<file path="config.mk">
export PLATFORM = sky130hd
export DESIGN_NAME = link_tx_arbiter
export DESIGN_NICKNAME = d
export VERILOG_FILES = /design/src/rtl/link_tx_arbiter.sv
export SDC_FILE = /design/constraint.sdc
export NUM_CORES = 1
export LEC_CHECK = 0
export ABC_AREA = 1
export CORE_MARGIN = 4
export CORE_UTILIZATION = 28
export DETAILED_ROUTE_END_ITERATION = 8
export HOLD_SLACK_MARGIN = 0.08
export MAX_ROUTING_LAYER = met4
export PLACE_DENSITY = 0.8
export SLEW_MARGIN = 20
export SYNTH_ARGS = -nofsm -noshare
export SYNTH_HDL_FRONTEND = slang
export SYNTH_SLANG_ARGS = --single-unit
</file>
<file path="constraint.sdc">
create_clock -name clk -period 1.4 [get_ports clk]
set_input_delay 0.21 -clock clk [delete_from_list [all_inputs] [get_ports clk]]
set_output_delay 0.21 -clock clk [all_outputs]
set_load 0.01 [all_outputs]
</file>
<file path="src/rtl/link_tx_arbiter.sv">
// ============================================================================
// link_tx_arbiter : round-robin arbiter sharing one FPGA-to-FPGA sender link
// Optional feature macro: ARB_TIMEOUT_EN (BUSY timeout counter + ABORT state)
// Revision: 1.0
// ============================================================================
`default_nettype none

module link_tx_arbiter #(
    parameter int NUM_CLIENTS    = 4,
    parameter int TIMEOUT_CYCLES = 1024
) (
    input  logic                      clk,
    input  logic                      rst,
    input  logic [NUM_CLIENTS-1:0]    cli_req,
    input  logic [32*NUM_CLIENTS-1:0] cli_data,
    output logic [NUM_CLIENTS-1:0]    cli_grant,
    output logic [NUM_CLIENTS-1:0]    cli_done,
    output logic [NUM_CLIENTS-1:0]    cli_err,
    output logic                      sender_start,
    output logic [31:0]               sender_data,
    input  logic                      sender_done,
    output logic                      sender_rst
);

    localparam int IDX_W = $clog2(NUM_CLIENTS);

    typedef enum logic [1:0] {
        S_IDLE  = 2'd0,
        S_START = 2'd1,
        S_BUSY  = 2'd2,
        S_ABORT = 2'd3
    } state_t;

    state_t                   state_q, state_d;
    logic [IDX_W-1:0]         rr_q, rr_d;
    logic [IDX_W-1:0]         gidx_q, gidx_d;
    logic [NUM_CLIENTS-1:0]   grant_q, grant_d;
    logic [NUM_CLIENTS-1:0]   done_q, done_d;
    logic                     start_q, start_d;

    logic                     arb_found;
    logic [IDX_W-1:0]         arb_idx;
    logic [IDX_W-1:0]         cand;

`ifdef ARB_TIMEOUT_EN
    localparam int CNT_W = $clog2(TIMEOUT_CYCLES + 1);
    logic [CNT_W-1:0]         cnt_q, cnt_d;
    logic [NUM_CLIENTS-1:0]   err_q, err_d;
    logic                     srst_q, srst_d;
`endif

    // Scan from farthest to nearest so the first requester after rr_q wins.
    always_comb begin
        arb_found = 1'b0;
        arb_idx   = '0;
        cand      = '0;
        for (int i = NUM_CLIENTS; i >= 1; i--) begin
            cand = IDX_W'((int'(rr_q) + i) % NUM_CLIENTS);
            if (cli_req[cand]) begin
                arb_found = 1'b1;
                arb_idx   = cand;
            end
        end
    end

    always_comb begin
        state_d = state_q;
        rr_d    = rr_q;
        gidx_d  = gidx_q;
        grant_d = grant_q;
        done_d  = '0;
        start_d = 1'b0;
`ifdef ARB_TIMEOUT_EN
        cnt_d   = cnt_q;
        err_d   = '0;
        srst_d  = 1'b0;
`endif
        case (state_q)
            S_IDLE: begin
                if (arb_found) begin
                    gidx_d  = arb_idx;
                    grant_d = NUM_CLIENTS'(1) << arb_idx;
                    start_d = 1'b1;
                    state_d = S_START;
                end
            end
            S_START: begin
`ifdef ARB_TIMEOUT_EN
                cnt_d   = '0;
`endif
                state_d = S_BUSY;
            end
            S_BUSY: begin
                // Done takes priority over a coincident timeout.
                if (sender_done) begin
                    done_d  = grant_q;
                    grant_d = '0;
                    rr_d    = gidx_q;
                    state_d = S_IDLE;
                end
`ifdef ARB_TIMEOUT_EN
                else if (cnt_q == CNT_W'(TIMEOUT_CYCLES - 1)) begin
                    err_d   = grant_q;
                    srst_d  = 1'b1;
                    grant_d = '0;
                    rr_d    = gidx_q;
                    state_d = S_ABORT;
                end else begin
                    cnt_d = cnt_q + CNT_W'(1);
                end
`endif
            end
`ifdef ARB_TIMEOUT_EN
            S_ABORT: begin
                state_d = S_IDLE;
            end
`endif
            default: begin
                state_d = S_IDLE;
            end
        endcase
    end

    always_ff @(posedge clk) begin
        if (rst) begin
            state_q <= S_IDLE;
            rr_q    <= IDX_W'(NUM_CLIENTS - 1);
            gidx_q  <= '0;
            grant_q <= '0;
            done_q  <= '0;
            start_q <= 1'b0;
        end else begin
            state_q <= state_d;
            rr_q    <= rr_d;
            gidx_q  <= gidx_d;
            grant_q <= grant_d;
            done_q  <= done_d;
            start_q <= start_d;
        end
    end

`ifdef ARB_TIMEOUT_EN
    always_ff @(posedge clk) begin
        if (rst) begin
            cnt_q  <= '0;
            err_q  <= '0;
            srst_q <= 1'b0;
        end else begin
            cnt_q  <= cnt_d;
            err_q  <= err_d;
            srst_q <= srst_d;
        end
    end

    assign cli_err    = err_q;
    assign sender_rst = srst_q;
`else
    assign cli_err    = '0;
    assign sender_rst = 1'b0;
`endif

    // Grant is one-hot, so an OR-of-selected-slices mux is sufficient.
    always_comb begin
        sender_data = '0;
        for (int i = 0; i < NUM_CLIENTS; i++) begin
            if (grant_q[i]) begin
                sender_data = cli_data[32*i +: 32];
            end
        end
    end

    assign cli_grant    = grant_q;
    assign cli_done     = done_q;
    assign sender_start = start_q;

endmodule

`default_nettype wire

</file>
==> results of run 1 <==
==> final cells by class <==
cell class,instances,share of cell area
clock buffer,3,0.009883
timing repair buffer,208,0.4732
timing repair inverter,1,0.002096
multi-input combinational,213,0.3959
clock inverter,1,0.001198
sequential,15,0.07427
tap,72,0.02156
inverter,21,0.02186
==> per-layer routing <==
metal | vias to the layer above | routed length (um) | track usage
met3 | 27 | 820 | 0.04660
met5 | - | 0 | -
li1 | 1336 | - | -
met4 | 0 | 268 | 0.06331
met1 | 1300 | 3643 | 0.2662
met2 | 140 | 5526 | 0.4732
==> report_power, final <==
group	leakage, uW	internal (uW)	switching (uW)
clock network	0.0000255	197	155
registers	0.000124	474	37.0
logic	0.00167	1260	1170
total	0.00182	1930	1360
==> cell families after synthesis <==
kind of cell	Yosys count	synth area share
buffers and inverters	49	0.1363
DFF	15	0.1787
other	1	0.002232
and+or+nand+nor	132	0.3321
AOI/OAI and AO/OA	76	0.3507
==> flip-flops by register name (all words and copies together), names as in the netlist <==
signal / cells
cli_grant: 4
rr_q: 2
gidx_q: 2
cli_done: 4
state_q: 2
sender_start: 1
==> through the flow <==
step	setup slack (ps)	instance area [um2]
2_1_floorplan	-12.06	1853
3_3_place_gp	-657.8	3816
3_5_place_dp	-641.4	3816
4_1_cts	-335.4	3929
5_1_grt	-410.4	4178
6_report	-342.0	4178
==> worst max path at each step <==
stage,slack [ps],depth (start not counted),endpoint
3_3_place_gp,-660,5,sender_data[31]
6_report,-340,5,sender_data[11]
2_1_floorplan,-10,4,sender_data[10]
5_1_grt,-410,7,sender_data[10]
3_5_place_dp,-640,5,sender_data[31]
4_1_cts,-340,6,sender_data[31]
==> critical path, cell delays in order, from the launching register on <==
cell	delay (ps)
dfxtp_2	380
buf_6	210
buf_4	230
a221oi_2	90
o31ai_2	180
buf_2	190
==> cells in the final DEF (no fill, tap or decap), types with 2 or more instances in the layout <==
master,synthesis,final
buf_4,5,17
nand3_2,1,3
a221oi_4,0,2
a21oi_4,0,2
a21oi_1,7,2
nand4_1,2,2
dlygate4sd2_1,0,4
dfxtp_2,0,5
nand2_4,0,7
dfxtp_1,15,9
clkbuf_16,0,2
buf_6,1,8
buf_2,9,32
nor2_1,44,43
inv_1,19,15
a221oi_1,32,8
clkdlybuf4s50_1,0,138
o31ai_2,0,29
nor2_4,1,2
nand3_1,5,2
buf_12,0,6
a21oi_2,1,4
o211ai_1,2,2
inv_2,1,5
o31ai_4,0,2
nand2_1,70,54
clkbuf_8,0,3
conb_1,1,5
a221oi_2,0,22
nand2_2,5,14
==> what timing repair did <==
action,in CTS,in global routing
endpoints found under the hold margin,0,0
buffers inserted,2,4
hold buffers,0,0
setup endpoints to repair,39,38
resized for setup,167,53
pin swaps,1,9
cloned,0,3
==> flow_metrics.env, run 1 <==
export IMPL_status="finished, violations left"
export IMPL_violations="setup timing"
export IMPL_maxCapViolCount=0
export IMPL_synth_ff_latch_count=15
export IMPL_drt_wl_total_um=10260
export IMPL_hold_ws_ps=512.8
export IMPL_startpoint_type="flip-flop"
export IMPL_synth_edf_count=0
export IMPL_p_total_uw=3290
export IMPL_die_w_um=85.47
export IMPL_clkLatencyLatePin_ps=250
export IMPL_fp_dieH_um=85.47
export IMPL_port_buffers=175
export IMPL_rsz0062_at_grt="true"
export IMPL_cts_sinks=15
export IMPL_final_critical_path_setup_slack_ps=-342.0
export IMPL_required_ps=1190
export IMPL_grt_max_degree=29
export IMPL_initial_core_util=0.2961
export IMPL_gp_congestion=0.9053
export IMPL_irDropWorstVdd_mv=0.7709
export IMPL_core_area_um2=5675
export IMPL_r2r_end="cli_grant[0]$_SDFFE_PP0P_"
export IMPL_vias=2803
export IMPL_startpoint="cli_grant[1]$_SDFFE_PP0P_"
export IMPL_final_util=0.7361
export IMPL_dieArea_um2=7305
export IMPL_rows=27
export IMPL_drtPass1Iterations=5
export IMPL_synth_flop_cell="dfxtp_1"
export IMPL_finalCritPeriodShare=1.244
export IMPL_htreeDepth=1
export IMPL_grt_total_usage=0.2510
export IMPL_synth_avg_cell_area_um2=6.155
export IMPL_critPathKind="flip-flop to primary output"
export IMPL_worstPathArrival_ps=1530
export IMPL_yosys_warnings=0
export IMPL_routedWlPerCell_um=19.21
export IMPL_syn_cell_area_um2=1680
export IMPL_num_io_pins=181
export IMPL_tns_ps=-9380
export IMPL_drc=0
export IMPL_p_leak_uw=0.001815
export IMPL_nNetsFinal=598
export IMPL_hp_start="gidx_q[1]$_SDFFE_PP0P_"
export IMPL_path_clk_slew_ps=60
export IMPL_yosysMostFrequentCell="nand2_1"
export IMPL_cts_buffer_depth=2
export IMPL_setup_viol=37
export IMPL_diodes=0
export IMPL_synth_top_cells_by_count="nand2_1, nor2_1, a221oi_1, o31ai_1, inv_1"
export IMPL_fmax_ghz=0.5741
export IMPL_netlist_area_leader_share=0.1787
export IMPL_p_per_area_nw_per_um2=787.4
export IMPL_areaGrowthSynthToFinish_pct=148.6
export IMPL_min_to="rr_q[1]$_SDFFE_PP1P_"
export IMPL_cts_tree="built"
export IMPL_multiInputGateArea_um2=1654
export IMPL_final_period_minus_worst_setup_slack_ps=1742
export IMPL_synthCells=273
export IMPL_path_max_fanout=17
export IMPL_regArea_um2=310.3
export IMPL_n_fill_cell=431
export IMPL_placed_cells=522
export IMPL_r2r_cells=10
export IMPL_drtIter0Drc=108
export IMPL_worstHoldPathType="flip-flop to flip-flop"
export IMPL_synth_largest_area_cell="dfxtp_1"
export IMPL_worst_setup_path_end_kind="primary output"
export IMPL_avgViaCountPerCell=5.249
export IMPL_antenna_found_initial=0
export IMPL_synth_cell_types=28
export IMPL_ant_nets=0
export IMPL_reg2reg_slack_ps=-80
export IMPL_dp_hpwl_um=7632
export IMPL_finalClockSkew_ps=4.256
export IMPL_numCtsBuffers=3
export IMPL_grt_pass1_vias=2684
export IMPL_yosys_top_cells_area="dfxtp_1, a221oi_1, nand2_1"
export IMPL_yosysSeqAreaShare=0.1787
export IMPL_drive_above_1_share=0.3766
export IMPL_grt_ovfl_total=0
export IMPL_slew_violations=0
export IMPL_grt_pass1_wl_um=14240
export IMPL_cts_root_buf="clkbuf_8"
export IMPL_r2r_start="rr_q[0]$_SDFFE_PP1P_"
export IMPL_hold_viol=0
export IMPL_stdcell_count=534
export IMPL_hold_path_depth=2
export IMPL_synthArstFlopShare=0
Note: power is estimated with default switching activity, not from simulation.
==> inputs of run 2 (changes only) <==
PLACE_DENSITY = unset   (was 0.8)
PLACE_DENSITY_LB_ADDON = 0.05   (was unset)
==> run 2 against run 1 <==
Register-to-register slack barely moved. Worst setup slack got worse by 17 ps. Critical endpoint is now sender_data[1]. Core utilization rose by 6.0 points. Final area grew 8.2%. Power grew 11%. Clock-buffer cell count grew 1. Sequential power is essentially flat. Critical path depth increased by 3. Clock power is 3% lower. Routed wire length is 0.23% higher. Via count is 1.4% lower. The flow still finishes with violations (setup timing). Highest routed layer unchanged. Flip-flop and latch count unchanged.
==> flow_metrics.env, run 2 (synthesized netlist as in run 1, its figures left out) <==
export IMPL_status="finished, violations left"
export IMPL_violations="setup timing"
export IMPL_gp_congestion=0.8612
export IMPL_diodes=0
export IMPL_grt_pass1_wl_um=14440
export IMPL_cts_tree="built"
export IMPL_cp_num_buf_inv=5
export IMPL_areaGrowthSynthToFinish_pct=168.9
export IMPL_hold_buffers=0
export IMPL_drt_wl_total_um=10280
export IMPL_grt_pass1_vias=2700
export IMPL_vias=2763
export IMPL_irDropWorstVdd_mv=0.9490
export IMPL_die_w_um=85.47
export IMPL_p_clk_frac=0.094
export IMPL_place_area_um2=3759
export IMPL_placed_cells=516
export IMPL_final_period_minus_worst_setup_slack_ps=1759
export IMPL_reg2reg_slack_ps=-70
export IMPL_crit_chain="inv_2, nor2_4, buf_4, buf_8, buf_4, a221oi_4, o31ai_2, buf_2"
export IMPL_routedWlPerCell_um=19.01
export IMPL_core_area_um2=5675
export IMPL_cp_common_cell="buf_4"
export IMPL_critPathSlowestCell="dfxtp_2"
export IMPL_fmax_ghz=0.5686
export IMPL_setup_viol=37
export IMPL_sequentialPowerShare=0.139
export IMPL_min_to="rr_q[1]$_SDFFE_PP1P_"
export IMPL_finalClockSkew_ps=0.9815
export IMPL_num_io_pins=181
export IMPL_path_clk_slew_ps=60
export IMPL_clkLatencyLatePin_ps=240
export IMPL_worstHoldPathType="flip-flop to flip-flop"
export IMPL_final_critical_path_setup_slack_ps=-358.8
export IMPL_dp_hpwl_um=7034
export IMPL_drtIter0Drc=100
export IMPL_netSwitchingFraction=0.4045
export IMPL_path_delay_family="buffers and inverters"
export IMPL_cts_root_buf="clkbuf_8"
export IMPL_required_ps=1190
export IMPL_cts_sinks=15
export IMPL_startpoint_type="flip-flop"
export IMPL_r2r_start="rr_q[0]$_SDFFE_PP1P_"
export IMPL_startpoint="cli_grant[0]$_SDFFE_PP0P_"
export IMPL_avgViaCountPerCell=5.107
export IMPL_htreeDepth=1
export IMPL_critPathKind="flip-flop to primary output"
export IMPL_r2r_cells=13
export IMPL_fp_dieH_um=85.47
export IMPL_final_common_cell="clkdlybuf4s50_1"
export IMPL_dieArea_um2=7305
export IMPL_finalCritPeriodShare=1.256
export IMPL_ant_nets=0
export IMPL_hold_path_depth=2
export IMPL_p_sw_uw=1476
export IMPL_initial_core_util=0.2961
export IMPL_rsz0062_at_grt="true"
export IMPL_internal_power_uw=2173
export IMPL_drive_above_1_share=0.4030
export IMPL_dp_slack_ps=-450.6
export IMPL_slowest_delay_ps=320
export IMPL_p_per_area_nw_per_um2=807.4
export IMPL_grt_ovfl_total=0
export IMPL_p_leak_uw=0.001911
export IMPL_grt_max_degree=27
export IMPL_worst_setup_path_end_kind="primary output"
export IMPL_antenna_found_initial=0
export IMPL_drtPass1Iterations=6
export IMPL_path_max_fanout=6
export IMPL_stdcell_count=541
export IMPL_hold_viol=0
export IMPL_nNetsFinal=605
export IMPL_slew_violations=0
export IMPL_maxCapViolCount=0
export IMPL_tns_ps=-8912
export IMPL_finish_instance_area_um2=4519
export IMPL_numCtsBuffers=3
export IMPL_hp_start="gidx_q[1]$_SDFFE_PP0P_"
export IMPL_grt_total_usage=0.2517
export IMPL_hold_ws_ps=494.9
export IMPL_p_comb_frac=0.767
export IMPL_r2r_end="cli_grant[1]$_SDFFE_PP0P_"
export IMPL_port_buffers=175
export IMPL_worstPathArrival_ps=1550
export IMPL_rows=27
export IMPL_drc=0
export IMPL_layout_common_cells="clkdlybuf4s50_1, nand2_1, nor2_1"
export IMPL_cts_buffer_depth=2
run 2: area by class of cell:
cell class                 instances  area [um2]
clock buffer                       4       45.04
multi-input combinational        213        1854
tap                               72       90.09
fill                             367        1156
timing repair buffer             216        2128
inverter                          21       88.84
sequential                        15       312.8
run 2: how the worst max path moves through the flow:
stage / endpoint / slack, ps / depth (start not counted)
2_1_floorplan: sender_data[10] / -10 / 4
3_3_place_gp: sender_data[5] / -420 / 6
3_5_place_dp: sender_data[5] / -450 / 6
4_1_cts: sender_data[5] / -310 / 7
5_1_grt: sender_data[1] / -400 / 8
6_report: sender_data[1] / -360 / 8
run 2: power by group through the flow:
stage	logic (uW)	clock network, uW	registers [uW]
2_1_floorplan	1010	0	508
3_5_place_dp	2190	0	509
4_1_cts	2370	351	507
3_3_place_gp	2170	0	507
6_report	2800	342	509
5_1_grt	2970	379	513
run 2: layer usage:
layer / vias up / track usage / wire length [um]
met2: 113 / 0.4541 / 5464
met4: 0 / 0.04173 / 130
li1: 1347 / - / -
met3: 10 / 0.03981 / 580
met5: - / - / 0
met1: 1293 / 0.2962 / 4106
run 2: timing repair:
action                                 CTS  global route
gates resized for setup                196            64
buffers inserted                         5            11
pin swaps                               10            22
endpoints found under the hold margin    0             0
gates cloned                             3             3
setup endpoints to repair               40            40
run 2: stage by stage:
step | util | total power (uW)
3_5_place_dp | 0.6623 | 2696
6_report | 0.7963 | 3649
2_1_floorplan | - | 1523
3_3_place_gp | 0.6623 | 2673
5_1_grt | 0.7963 | 3859
4_1_cts | 0.7183 | 3225
run 2: worst reg2reg max path: cells and delay by family (launching register included):
| kind | cells | cell delay [ps] |
|---|---|---|
| flops | 1 | 330 |
| simple gates | 9 | 630 |
| compound gates | 1 | 130 |
| buf+inv | 3 | 300 |
==> inputs of run 3 (changes only) <==
clock period = 2.1 ns   (was 1.4 ns; I/O delays follow)
==> run 3 against run 2 <==
The run now ends clean. Cell count down 5.5%. Clock-buffer cell count decreased by 1. Clock power shrank 32%. Global-route usage decreased by 2.4 points. Clock skew rose by 2.6 ps. Sequential power is 33% lower. Via count decreased by 6.1%. Critical path type unchanged. Critical endpoint is now sender_data[16]. Largest power group unchanged.
==> flow_metrics.env, run 3 (synthesized netlist as in run 1, its figures left out) <==
export IMPL_status="complete, no violations"
export IMPL_gp_congestion=0.8635
export IMPL_clkLatencyLatePin_ps=250
export IMPL_port_buffers=175
export IMPL_hold_path_depth=2
export IMPL_r2r_cells=11
export IMPL_setup_viol=0
export IMPL_min_to="cli_grant[0]$_SDFFE_PP0P_"
export IMPL_final_common_cell="clkdlybuf4s50_1"
export IMPL_worst_setup_path_end_kind="primary output"
export IMPL_grt_max_degree=26
export IMPL_die_w_um=85.47
export IMPL_drc=0
export IMPL_worstHoldPathType="flip-flop to flip-flop"
export IMPL_ant_nets=0
export IMPL_maxCapViolCount=0
export IMPL_final_period_minus_worst_setup_slack_ps=1945
export IMPL_drive_above_1_share=0.06834
export IMPL_dieArea_um2=7305
export IMPL_hold_viol=0
export IMPL_rsz0062_at_grt="false"
export IMPL_grt_pass1_vias=2408
export IMPL_grt_pass1_wl_um=12900
export IMPL_required_ps=1780
export IMPL_htreeDepth=1
export IMPL_drtIter0Drc=129
export IMPL_num_io_pins=181
export IMPL_dp_hpwl_um=6983
export IMPL_startpoint_type="flip-flop"
export IMPL_worstPathArrival_ps=1630
export IMPL_cts_tree="built"
export IMPL_fp_dieH_um=85.47
export IMPL_vias=2595
export IMPL_r2r_end="gidx_q[0]$_SDFFE_PP0P_"
export IMPL_n_fill_cell=543
export IMPL_nNetsFinal=575
export IMPL_avgViaCountPerCell=5.078
export IMPL_grt_total_usage=0.2276
export IMPL_r2r_start="rr_q[0]$_SDFFE_PP1P_"
export IMPL_core_area_um2=5675
export IMPL_areaGrowthSynthToFinish_pct=110.6
export IMPL_irDropWorstVdd_mv=0.5404
export IMPL_cts_sinks=15
export IMPL_rows=27
export IMPL_hp_start="cli_grant[0]$_SDFFE_PP0P_"
export IMPL_hold_buffers=0
export IMPL_p_per_area_nw_per_um2=507.9
export IMPL_path_clk_slew_ps=60
export IMPL_routedWlPerCell_um=17.13
export IMPL_finalClockSkew_ps=3.572
export IMPL_finalCritPeriodShare=0.9263
export IMPL_cts_root_buf="clkbuf_8"
export IMPL_critPathKind="flip-flop to primary output"
export IMPL_numCtsBuffers=3
export IMPL_antenna_found_initial=0
export IMPL_reg2reg_slack_ps=530
export IMPL_drtPass1Iterations=4
export IMPL_path_max_fanout=20
export IMPL_layout_common_cells="clkdlybuf4s50_1, nand2_1, nor2_1"
export IMPL_tns_ps=0
export IMPL_drt_wl_total_um=8754
export IMPL_slew_violations=0
export IMPL_cts_buffer_depth=2
export IMPL_p_leak_uw=0.001500
export IMPL_final_util=0.6237
export IMPL_diodes=0
export IMPL_grt_ovfl_total=0
export IMPL_initial_core_util=0.2961
export IMPL_fmax_ghz=0.5141
-- run 3: changes by cell type in the layout (fill, tap and decap cells not counted), sizes merged --
| cell | previous run | this run |
|---|---|---|
| buf | 71 | 11 |
| dlygate4sd2 | 3 | 31 |
| dlymetal6s2s | 3 | 0 |
| clkbuf | 7 | 4 |
| clkinv | 0 | 1 |
| clkdlybuf4s50 | 136 | 143 |
-- run 3: cell type report --
type	instances	area [um2]	area share
Clock inverter	1	5.005	0.001414
Sequential cell	15	301.5	0.08519
Timing Repair Buffer	186	1844	0.5210
Tap cell	72	90.09	0.02545
Clock buffer	3	41.29	0.01166
Multi-Input combinational cell	213	1171	0.3309
Inverter	21	86.33	0.02439
-- run 3: where the power goes --
part           total (uW)  switching (uW)  internal (uW)
registers             340            25.8            314
logic                1230             577            648
clock network         232             101            131
total                1800             704           1090
-- run 3: worst max path at each step --
stage,startpoint,end,cells after the start
floorplan,cli_grant[2]$_SDFFE_PP0P_,sender_data[10],5
global placement,cli_data[44],sender_data[12],4
detailed placement,cli_data[16],sender_data[16],4
CTS,cli_grant[0]$_SDFFE_PP0P_,sender_data[14],6
global route,cli_grant[0]$_SDFFE_PP0P_,sender_data[16],6
finish,cli_grant[1]$_SDFFE_PP0P_,sender_data[16],4
-- run 3: stage by stage --
step / power, uW / instance area, um2 / hold slack, ps / cells / setup slack [ps]
3_3_place_gp: 1684 / 3528 / 469.3 / 507 / 68.81
5_1_grt: 1928 / 3540 / 535.3 / 511 / 6.335
3_5_place_dp: 1695 / 3528 / 480.7 / 507 / 77.95
6_report: 1798 / 3540 / 487.8 / 511 / 154.7
4_1_cts: 1809 / 3538 / 491.6 / 511 / 97.87
2_1_floorplan: 933.4 / 1695 / 440.8 / 277 / 472.7
-- run 3: what timing repair did --
| action | in CTS | in global routing |
|---|---|---|
| gates resized for setup | 33 | 4 |
| setup endpoints to repair | 32 | 11 |
| cloned | 0 | 0 |
| setup buffers | 0 | 0 |
| pin swaps | 0 | 0 |
-- run 3: per-layer routing --
metal / global-route usage / vias to the layer above / routed length [um] / share of wire
li1: - / 1287 / - / -
met1: 0.2613 / 1186 / 3507 / 0.40
met2: 0.3948 / 114 / 4356 / 0.50
met3: 0.05243 / 8 / 797 / 0.091
met4: 0.06187 / 0 / 93 / 0.011
met5: - / - / 0 / 0
-- run 3: worst max-delay path, stage by stage, from the launching register on --
cell and delay [ps]:
dfxtp_1 390, buf_4 290, a221oi_1 150, o31ai_1 220, dlygate4sd2_1 310
